==> src/rtl/seg7_scan_display_pkg.sv <==
// Shared 7-segment encodings ({a..g}, active low) for the scan driver and the
// single-digit decode logic elsewhere on the board.
package seg7_scan_display_pkg;

  localparam logic [6:0] SEG_0     = 7'b0000001;
  localparam logic [6:0] SEG_1     = 7'b1001111;
  localparam logic [6:0] SEG_2     = 7'b0010010;
  localparam logic [6:0] SEG_3     = 7'b0000110;
  localparam logic [6:0] SEG_4     = 7'b1001100;
  localparam logic [6:0] SEG_5     = 7'b0100100;
  localparam logic [6:0] SEG_6     = 7'b0100000;
  localparam logic [6:0] SEG_7     = 7'b0001111;
  localparam logic [6:0] SEG_8     = 7'b0000000;
  localparam logic [6:0] SEG_9     = 7'b0000100;
  localparam logic [6:0] SEG_A     = 7'b0001000;
  localparam logic [6:0] SEG_B     = 7'b1100000;
  localparam logic [6:0] SEG_C     = 7'b0110001;
  localparam logic [6:0] SEG_D     = 7'b1000010;
  localparam logic [6:0] SEG_E     = 7'b0110000;
  localparam logic [6:0] SEG_F     = 7'b0111000;
  localparam logic [6:0] SEG_BLANK = 7'h7F;

endpackage

==> src/rtl/seg7_scan_display_hex_decoder.sv <==
// Combinational hex nibble to active-low 7-segment pattern.
module seg7_hex_decoder
  import seg7_scan_display_pkg::*;
(
  input  logic [3:0] hex_i,
  output logic [6:0] seg_o
);

  always_comb begin
    seg_o = SEG_BLANK;
    case (hex_i)
      4'h0: seg_o = SEG_0;
      4'h1: seg_o = SEG_1;
      4'h2: seg_o = SEG_2;
      4'h3: seg_o = SEG_3;
      4'h4: seg_o = SEG_4;
      4'h5: seg_o = SEG_5;
      4'h6: seg_o = SEG_6;
      4'h7: seg_o = SEG_7;
      4'h8: seg_o = SEG_8;
      4'h9: seg_o = SEG_9;
      4'hA: seg_o = SEG_A;
      4'hB: seg_o = SEG_B;
      4'hC: seg_o = SEG_C;
      4'hD: seg_o = SEG_D;
      4'hE: seg_o = SEG_E;
      4'hF: seg_o = SEG_F;
      default: seg_o = SEG_BLANK;
    endcase
  end

endmodule

==> src/rtl/seg7_scan_display.sv <==
// Multiplexed N-digit 7-segment driver: shadow-latched value, per-digit dp/blink,
// leading-zero suppression and an all-anodes-off guard at the start of each slot.
module seg7_scan_display
  import seg7_scan_display_pkg::*;
#(
  parameter int DIGITS       = 4,
  parameter int SCAN_DIV     = 50000,
  parameter int GUARD        = 16,
  parameter int BLINK_FRAMES = 64
)(
  input  logic                  sys_clk,
  input  logic                  sys_rst_n,
  input  logic                  load,
  input  logic [4*DIGITS-1:0]   data_in,
  input  logic [DIGITS-1:0]     dp_in,
  input  logic [DIGITS-1:0]     blink_in,
  input  logic                  lz_en,
  output logic [6:0]            seg_out,
  output logic                  dp_out,
  output logic [DIGITS-1:0]     an_out,
  output logic                  frame_start
);

  localparam int CW = $clog2(SCAN_DIV);
  localparam int IW = (DIGITS > 1) ? $clog2(DIGITS) : 1;
  localparam int BW = (BLINK_FRAMES > 1) ? $clog2(BLINK_FRAMES) : 1;

  logic [DIGITS-1:0][3:0] data_q;
  logic [DIGITS-1:0]      dp_q, blink_q;
  logic [CW-1:0]          scan_cnt_q, scan_cnt_d;
  logic [IW-1:0]          dig_idx_q, dig_idx_d;
  logic [BW-1:0]          blink_cnt_q, blink_cnt_d;
  logic                   blink_ph_q, blink_ph_d;
  logic [6:0]             seg_q, seg_d;
  logic                   dp_out_q, dp_out_d;
  logic [DIGITS-1:0]      an_q, an_d;
  logic                   frame_q;

  logic                   slot_end, last_dig, frame_wrap;
  logic                   guard, blank, lz_run;
  logic [DIGITS-1:0]      lz_blank;
  logic [6:0]             dec_seg;

  seg7_hex_decoder u_dec (.hex_i(data_q[dig_idx_q]), .seg_o(dec_seg));

  if (GUARD > 0) begin : g_guard
    assign guard = (scan_cnt_q < CW'(GUARD));
  end else begin : g_noguard
    assign guard = 1'b0;
  end

  // A digit goes dark only while every digit above it is also a zero without dp.
  always_comb begin
    lz_blank = '0;
    lz_run   = lz_en;
    for (int d = DIGITS - 1; d > 0; d--) begin
      lz_run      = lz_run & (data_q[d] == 4'h0) & ~dp_q[d];
      lz_blank[d] = lz_run;
    end
  end

  always_comb begin
    slot_end    = (scan_cnt_q == CW'(SCAN_DIV - 1));
    last_dig    = (dig_idx_q == IW'(DIGITS - 1));
    frame_wrap  = slot_end & last_dig;
    scan_cnt_d  = slot_end ? '0 : scan_cnt_q + 1'b1;
    dig_idx_d   = dig_idx_q;
    blink_cnt_d = blink_cnt_q;
    blink_ph_d  = blink_ph_q;
    if (slot_end) dig_idx_d = last_dig ? '0 : dig_idx_q + 1'b1;
    if (frame_wrap) begin
      if (blink_cnt_q == BW'(BLINK_FRAMES - 1)) begin
        blink_cnt_d = '0;
        blink_ph_d  = ~blink_ph_q;
      end else begin
        blink_cnt_d = blink_cnt_q + 1'b1;
      end
    end
    // Blinked-off digits keep their anode driven; only segments go dark.
    blank    = guard | (blink_q[dig_idx_q] & blink_ph_q) | lz_blank[dig_idx_q];
    seg_d    = blank ? SEG_BLANK : dec_seg;
    dp_out_d = blank | ~dp_q[dig_idx_q];
    an_d     = guard ? '1 : ~(DIGITS'(1) << dig_idx_q);
  end

  always_ff @(posedge sys_clk) begin
    if (!sys_rst_n) begin
      data_q      <= '0;
      dp_q        <= '0;
      blink_q     <= '0;
      scan_cnt_q  <= '0;
      dig_idx_q   <= '0;
      blink_cnt_q <= '0;
      blink_ph_q  <= 1'b0;
      seg_q       <= SEG_BLANK;
      dp_out_q    <= 1'b1;
      an_q        <= '1;
      frame_q     <= 1'b0;
    end else begin
      if (load) begin
        data_q  <= data_in;
        dp_q    <= dp_in;
        blink_q <= blink_in;
      end
      scan_cnt_q  <= scan_cnt_d;
      dig_idx_q   <= dig_idx_d;
      blink_cnt_q <= blink_cnt_d;
      blink_ph_q  <= blink_ph_d;
      seg_q       <= seg_d;
      dp_out_q    <= dp_out_d;
      an_q        <= an_d;
      frame_q     <= frame_wrap;
    end
  end

  assign seg_out     = seg_q;
  assign dp_out      = dp_out_q;
  assign an_out      = an_q;
  assign frame_start = frame_q;

endmodule

==> config.mk <==
export PLATFORM = sky130hd
export DESIGN_NAME = seg7_scan_display
export DESIGN_NICKNAME = d
export VERILOG_FILES = /design/src/rtl/seg7_scan_display_pkg.sv /design/src/rtl/seg7_scan_display_hex_decoder.sv /design/src/rtl/seg7_scan_display.sv
export SDC_FILE = /design/constraint.sdc
export NUM_CORES = 1
export LEC_CHECK = 0
export CAP_MARGIN = 0
export CORE_UTILIZATION = 40
export CTS_CLUSTER_DIAMETER = 100
export DETAILED_ROUTE_END_ITERATION = 8
export RECOVER_POWER = 100
export SLEW_MARGIN = 20
export SYNTH_ARGS = -nofsm -noshare
export SYNTH_HDL_FRONTEND = slang
export SYNTH_SLANG_ARGS = --single-unit
==> constraint.sdc <==
create_clock -name sys_clk -period 6.3 [get_ports sys_clk]
set_input_delay 0.63 -clock sys_clk [delete_from_list [all_inputs] [get_ports sys_clk]]
set_output_delay 0.63 -clock sys_clk [all_outputs]
set_load 0.005 [all_outputs]
After elaboration in Yosys (flattened, before gate mapping) --
Memories as Yosys holds them, arrays and structs flattened. A register that Yosys moved wholly into a read port is not among the register bits. Cells that the tools add are included.
Word-level totals: register bits 55, ROM bits 112, input port bits 28, output and inout bits 13, memories kept 1
Operators by class: $add $sub $neg 3, $lt $le $gt $ge 2, equality and inequality tests 3, shift operators 1, multiplexer cells 10, bitwise operators 18, reductions and logical operators 7
Memory list:
- (name not given) | depth 16, bits a word 7, read ports 1, clocked after memory_dff 1, write ports 0, RTL line seg7_scan_display_hex_decoder.sv:11 | case (hex_i)
Operators by type and width (count):
- adder 16 x 1 -> 16 bit (second input constant) | 1
- equality test 16 bit (second input constant) | 1
- < comparator 16 x 5 -> 1 bit (second input constant) | 1
- logical NOT 4 bit | 3
- bitwise AND 1 bit | 8
- binary-select mux 4 bit (select 2 bit) | 1
- adder 6 x 1 -> 6 bit (second input constant) | 1
- binary-select mux 1 bit (select 2 bit) | 3
- equality test 6 bit (second input constant) | 1
- 2-to-1 mux 6 bit | 1
- inverter 1 bit | 6
- OR reduction 2 bit | 3
- 2-to-1 mux 4 bit | 1
- inverter 4 bit | 1
- left shift 1 x 2 -> 4 bit (first input constant) | 1
- < comparator 2 x 3 -> 1 bit (second input constant) | 1
- 2-to-1 mux 1 bit | 3
- bitwise OR 1 bit | 3
- adder 2 x 1 -> 2 bit (second input constant) | 1
- equality test 2 bit (second input constant) | 1
- 2-to-1 mux 2 bit | 1
- AND reduction 2 bit | 1

Logic depth before layout (Yosys ltp) --
depth in word-level cells 11, mapped depth 8, mapped depth without buffers 7

Hierarchy --
Synthesis repeated with hierarchy kept, for this count alone.
Unflattened totals: cell total of the unflattened synthesis 301, area, all modules 2909.0 µm²
By module, submodules not included:
- seg7_scan_display | instances 1, cells an instance 266, area each 2661.3 µm², seq. area each 1241.2 µm²
- seg7_hex_decoder | instances 1, cells an instance 35, area each 247.7 µm², seq. area each 0.0 µm²

Worst setup path after synthesis --
OpenSTA, ideal clock, no wires.
path type reg2reg, start point register scan_cnt_q[13], end point register blink_ph_q, library setup time 0.071 ns, arrival 2.081 ns, slack 4.148 ns, cell stages (with the launch flop) 6, path buffers 1, period minus slack after synthesis 2.152 ns, path through dfxtp_1 > or4_4 > or4_1 > buf_2 > or4_1 > a21oi_1
Between the ends: cells in the longest elaborated chain, start to end 3
Ends and longest elaborated chain:
- start: declaration | RTL line seg7_scan_display.sv:30 | logic [CW-1:0] scan_cnt_q, scan_cnt_d;
- start signal: assignment | RTL line seg7_scan_display.sv:105 | scan_cnt_q <= scan_cnt_d;
- equality test 16 bit | RTL line seg7_scan_display.sv:63 | slot_end = (scan_cnt_q == CW'(SCAN_DIV - 1));
- bitwise AND 1 bit | RTL line seg7_scan_display.sv:65 | frame_wrap = slot_end & last_dig;
- AND reduction 2 bit (no line)
- end signal: assignment | RTL line seg7_scan_display.sv:108 | blink_ph_q <= blink_ph_d;
- end: declaration | RTL line seg7_scan_display.sv:33 | logic blink_ph_q, blink_ph_d;
No other way between the ends. A chain may end at the register's enable or synchronous reset.

Worst setup path after layout --
start point register scan_cnt_q[11], end point register blink_cnt_q[4]
Between the ends: cells in the longest elaborated chain, start to end 2
Ends and longest elaborated chain:
- equality test 16 bit | RTL line seg7_scan_display.sv:63
- bitwise AND 1 bit | RTL line seg7_scan_display.sv:65
- end signal: assignment | RTL line seg7_scan_display.sv:107 | blink_cnt_q <= blink_cnt_d;
- end: declaration | RTL line seg7_scan_display.sv:32 | logic [BW-1:0] blink_cnt_q, blink_cnt_d;
No other way between the ends.

==> flow_metrics.env <==
export IMPL_synth_warnings=0
export IMPL_maxSlewViolCount=0
export IMPL_period_needed_ns=2.49
export IMPL_outcome="complete, no violations"
export IMPL_cts_buffer_depth=2
export IMPL_tightest_slew_ns=0.956
export IMPL_dr_total_vias=2180
export IMPL_critPathMaxStageDelay_ns=0.78
export IMPL_antenna_found_initial=0
export IMPL_port_buffers=40
export IMPL_row_count=30
export IMPL_coreArea_um2=6790
export IMPL_vias_per_cell=5.05
export IMPL_globalplace_congestion=0.799
export IMPL_start_util=0.414
export IMPL_clk_pin_slew_ns=0.06
export IMPL_final_cell_mix="dfxtp_1, nor2_1, mux2i_1, clkdlybuf4s50_1"
export IMPL_synth_cell_types=45
export IMPL_ios=41
export IMPL_use_met1=0.242
export IMPL_track_usage=0.168
export IMPL_synthCells=293
export IMPL_worst_path_max_delay_cell="or4_1"
export IMPL_use_met2=0.234
export IMPL_worstPathRequired_ns=6.53
export IMPL_cts_root_buffer="clkbuf_8"
export IMPL_critPathCaptureType="register"
export IMPL_wirelength_mm=5.68
export IMPL_fmax_mhz=402
export IMPL_syn_avg_cell_area_um2=9.60
export IMPL_hold_viol_final=0
export IMPL_synth_seq_cells=62
export IMPL_dieWidth_um=85.9
export IMPL_synth_net_count=333
export IMPL_grt_ovfl_total=0
export IMPL_dr_pass1_iters=4
export IMPL_cts_htree_levels=3
export IMPL_dp_hpwl_mm=3.98
export IMPL_leakage_nw=1.26
export IMPL_final_common_cell="dfxtp_1"
export IMPL_grt_max_degree=36
export IMPL_rsz0062_at_grt="false"
export IMPL_multi_input_comb_area_um2=1470
export IMPL_ctsHoldBuffers=0
export IMPL_whs_ns=0.476
export IMPL_fillCellCount=637
export IMPL_cts_resized=0
export IMPL_drt_iter0_drc=158
export IMPL_fin_nets=373
export IMPL_p_per_area_nw_per_um2=221
export IMPL_crit_path_max_fanout=15
export IMPL_worst_ep_arrival_time_ns=2.72
export IMPL_cp_top_family="simple AND/OR/NAND/NOR gates"
export IMPL_syn_to_final_growth_pct=22.6
export IMPL_drive_above_1_share=0.0685
export IMPL_ant_nets=0
export IMPL_crit_path_start_kind="register"
export IMPL_cpMostUsedCell="or4_1"
export IMPL_seqCellArea_um2=1240
export IMPL_maxCapViolations=0
export IMPL_crit_chain="or4_1 > or4_1 > or4_1 > a21oi_1"
export IMPL_drc=0
export IMPL_crit_type="reg2reg"
export IMPL_seq_area_frac_synth=0.441
export IMPL_numCtsBuffers=9
export IMPL_die_area_um2=7370
export IMPL_ir_worst_vdd_mv=0.102
export IMPL_diodes=0
export IMPL_syn_area_um2=2810
export IMPL_hold_path_class="reg2reg"
export IMPL_fin_util=0.508
export IMPL_worstSkewPairLatency_ns=0.33
export IMPL_cts_setup_buffers=0
export IMPL_cts_sinks=62
export IMPL_busiest_layer="met1"
export IMPL_use_met3=0.0366
export IMPL_setup_violations=0
export IMPL_fin_crit_sh=0.395
export IMPL_grt_pass1_wl_mm=9.65
export IMPL_slew_headroom=0.359
export IMPL_cts_tree="yes"
export IMPL_wl_per_cell_um=13.2
export IMPL_grt_pass1_vias=1990
export IMPL_die_y_um=85.9
export IMPL_crit_buf_inv=0
export IMPL_finalSetupTns_ns=0
export IMPL_skew_ns=0.00700
==> worst register-to-register path, stage by stage (launching register included) <==
cell and delay [ns]:
dfxtp_1 0.35, or4_1 0.57, or4_1 0.78, or4_1 0.55, a21oi_1 0.15
==> logic make-up after synthesis <==
| logic type | synth area share |
|---|---|
| AND/OR/NAND/NOR | 0.194 |
| flip-flops | 0.441 |
| AO/OA/AOI/OAI | 0.0880 |
| multiplexers | 0.152 |
| buffers and inverters | 0.0369 |
| adder cells (fa/ha/maj) | 0.0534 |
| XOR/XNOR | 0.0342 |
==> sequential cells by signal, summed over array words and instances (netlist names) <==
name	flops
dp_out	1
blink_q	4
dp_q	4
seg_out	7
an_out	4
frame_start	1
scan_cnt_q	16
dig_idx_q	2
blink_ph_q	1
blink_cnt_q	6
data_q	16
==> per-stage QoR <==
step	worst slack [ns]	power (W)	cell area (µm²)	instances
2_1_floorplan	4.15	0.000457	2810	293
3_3_place_gp	3.72	0.000484	3300	418
3_5_place_dp	3.66	0.000484	3300	418
4_1_cts	3.86	0.000774	3450	432
5_1_grt	3.58	0.000802	3450	432
6_report	3.81	0.000763	3450	432
==> final timing paths <==
path              cells past startpoint  slack, ns                          end                 startpoint
setup / recovery                      4       3.81  blink_cnt_q[4]$_SDFFE_PN0P_  scan_cnt_q[11]$_SDFF_PP0_
hold / removal                        1       0.48     scan_cnt_q[0]$_SDFF_PP0_   scan_cnt_q[0]$_SDFF_PP0_
setup reg to reg                      4       3.81  blink_cnt_q[4]$_SDFFE_PN0P_  scan_cnt_q[11]$_SDFF_PP0_
hold reg to reg                       1       0.48     scan_cnt_q[0]$_SDFF_PP0_   scan_cnt_q[0]$_SDFF_PP0_
==> cell usage after synthesis <==
cell type / n / area [µm²]
or4_4: 1 / 11.3
nor2_1: 37 / 139
mux2i_1: 27 / 270
o211ai_1: 1 / 7.51
o211a_1: 1 / 10.0
xnor2_1: 8 / 70.1
nor4_1: 3 / 18.8
a22oi_1: 1 / 7.51
or4_1: 6 / 45.0
nand3_1: 14 / 70.1
a41oi_1: 1 / 8.76
o2111ai_1: 3 / 26.3
a21o_1: 1 / 7.51
clkbuf_1: 9 / 33.8
nor3_1: 5 / 25.0
a32oi_1: 1 / 8.76
buf_1: 2 / 7.51
a221oi_1: 1 / 8.76
o41a_1: 1 / 11.3
clkinv_1: 1 / 3.75
a311oi_1: 1 / 8.76
nor2b_1: 2 / 12.5
and4_1: 3 / 26.3
xor2_1: 3 / 26.3
and2_0: 1 / 6.26
nand2_1: 14 / 52.6
a21oi_1: 13 / 65.1
or2_2: 1 / 6.26
a21boi_1: 1 / 7.51
ha_1: 12 / 150
nand4_1: 8 / 50.1
mux2_2: 2 / 22.5
buf_2: 2 / 10.0
mux4_2: 6 / 135
nand2b_1: 1 / 6.26
nor3b_1: 1 / 7.51
o31ai_1: 3 / 22.5
dfxtp_1: 62 / 1240
and2_1: 1 / 6.26
and3_1: 4 / 25.0
o21ai_0: 7 / 35.0
nand3b_1: 1 / 7.51
a31oi_1: 2 / 12.5
or3_1: 5 / 31.3
inv_1: 13 / 48.8
==> metal layers <==
layer | part of all wire | up-vias
met5 | 0 | -
met4 | 0.018 | 0
met3 | 0.032 | 9
met2 | 0.40 | 43
met1 | 0.55 | 996
li1 | - | 1132
==> final cells by class <==
type                       count  area share
tap                           96      0.0348
clock buffer                  12      0.0421
clock inverter                 2     0.00290
sequential                    62       0.360
timing repair buffer          42       0.120
inverter                      14      0.0152
multi-input combinational    204       0.425
==> report_power, final <==
part	switching [W]	internal (W)	total (W)
Clock	0.000140	0.000148	0.000288
Sequential	0.00000795	0.000403	0.000411
Combinational	0.0000286	0.0000358	0.0000644
Total	0.000177	0.000587	0.000763
Note: power is estimated with default switching activity, not from simulation.
==> RTL change: new RTL, config.mk and constraints unchanged <==
Change the parameter `SCAN_DIV` from 50000 to 25000.
--- a/src/rtl/seg7_scan_display.sv
+++ b/src/rtl/seg7_scan_display.sv
@@ -6,3 +6,3 @@
   parameter int DIGITS       = 4,
-  parameter int SCAN_DIV     = 50000,
+  parameter int SCAN_DIV     = 25000,
   parameter int GUARD        = 16,
Behaviour: same outputs for any inputs over 10 cycles, from zero or initial values and one cycle with sys_rst_n low; that may be too few to reach the edited logic, so the function may still have changed.
==> RTL change against the unedited design <==
  * Critical path depth grew 1
  * Sequential power shrank 2%
  * Non-clock buffer count shrank 1
  * Wire length grew 0.32%
  * Clock power grew 16%
  * Worst setup slack lost 1.1 ns
  * First-iteration DRC count shrank 59%
  * Largest cell class unchanged
  * Via count grew 1.3%
  * Final area grew 1.1%
  * Power grew 5.2%
  * Sequential cell count shrank 1
  * Combinational power grew 2%
  * Synthesized area grew 1.2%
==> RTL change: results (changes against the unedited design) <==
* Vias after detailed routing at 2,208 (was 2,180)
* Tot Pwr at 0.803 mW (was 0.763 mW)
* GR Util met2 at 0.253 (was 0.234)
* Clock skew at 0.00500 ns (was 0.00700 ns)
* Worst path top cell family by delay: compound AO/OA/AOI/OAI gates (was simple AND/OR/NAND/NOR gates)
* First-pass GRT wire length at 9500 um (was 9650 um)
* GR Util All Layers at 0.164 (was 0.168)
* Met1 wire length at 2810 um (was 3100 um)
* WL met3 at 224 um (was 181 um)
* Slew @ Worst Pin at 0.954 ns (was 0.956 ns)
* Violation count after the first detailed-route iteration at 65 (was 158)
* Worst slack, placed at 2.84 ns (was 3.66 ns)
* Multiplexer share of the synthesized area at 0.159 (was 0.152)
* Xor/xnor share of the synthesized area at 0.0308 (was 0.0342)
* Synth top cells by count: dfxtp_1 (61), nor2_1 (39), mux2i_1 (28) (was dfxtp_1 (62), nor2_1 (37), mux2i_1 (27))
* Critical Path AT at 3.75 ns (was 2.72 ns)
* Placed Area at 3300 um^2 (about the same)
* Top post-synthesis cells by area: dfxtp_1 (43%), mux2i_1 (9.8%), ha_1 (5.3%) (was dfxtp_1 (44%), mux2i_1 (9.6%), ha_1 (5.3%))
* Status: complete, no violations (unchanged)
* CP Max Fanout at 34 (was 15)
* Complex-gate fraction of the synthesized area at 0.0782 (was 0.0880)
* Slowest CP cell: a21boi_0 (was or4_1)
* Fillers at 665 (was 637)
* Final HPWL DP at 3970 um (was 3980 um)
* Via-per-instance ratio at 5.09 (was 5.05)
* GR Layer Usage met3 at 0.0495 (was 0.0366)
* Switching Share at 0.232 (about the same)
* VDD IR max at 0.117 mV (was 0.102 mV)
==> RTL change: cell types whose count changed in the layout (fill, tap and decap cells not counted), sizes merged, moves of 4 or more <==
| cell | unedited run | this run |
|---|---|---|
| or4 | 7 | 2 |
| nor4 | 3 | 7 |
| inv | 13 | 9 |
| nand2 | 14 | 20 |
==> RTL change: final timing paths <==
path	start	slack (ns)	depth (start not counted)	end
worst max-delay path	sys_rst_n	2.71	5	seg_out[3]
worst min-delay path	scan_cnt_q[0]	0.45	1	scan_cnt_q[0]
worst max register to register	dig_idx_q[0]	3.85	3	seg_out[3]
worst min register to register	scan_cnt_q[0]	0.45	1	scan_cnt_q[0]
==> RTL change: final cells by class <==
cell class | count | area (um^2) | area share
clock buffers | 13 | 179 | 0.0513
clock inverters | 3 | 17.5 | 0.00502
inverters | 10 | 37.5 | 0.0108
multi-input cells | 210 | 1510 | 0.431
flip-flops and latches | 61 | 1220 | 0.350
well taps | 96 | 120 | 0.0344
repair buffers | 41 | 408 | 0.117
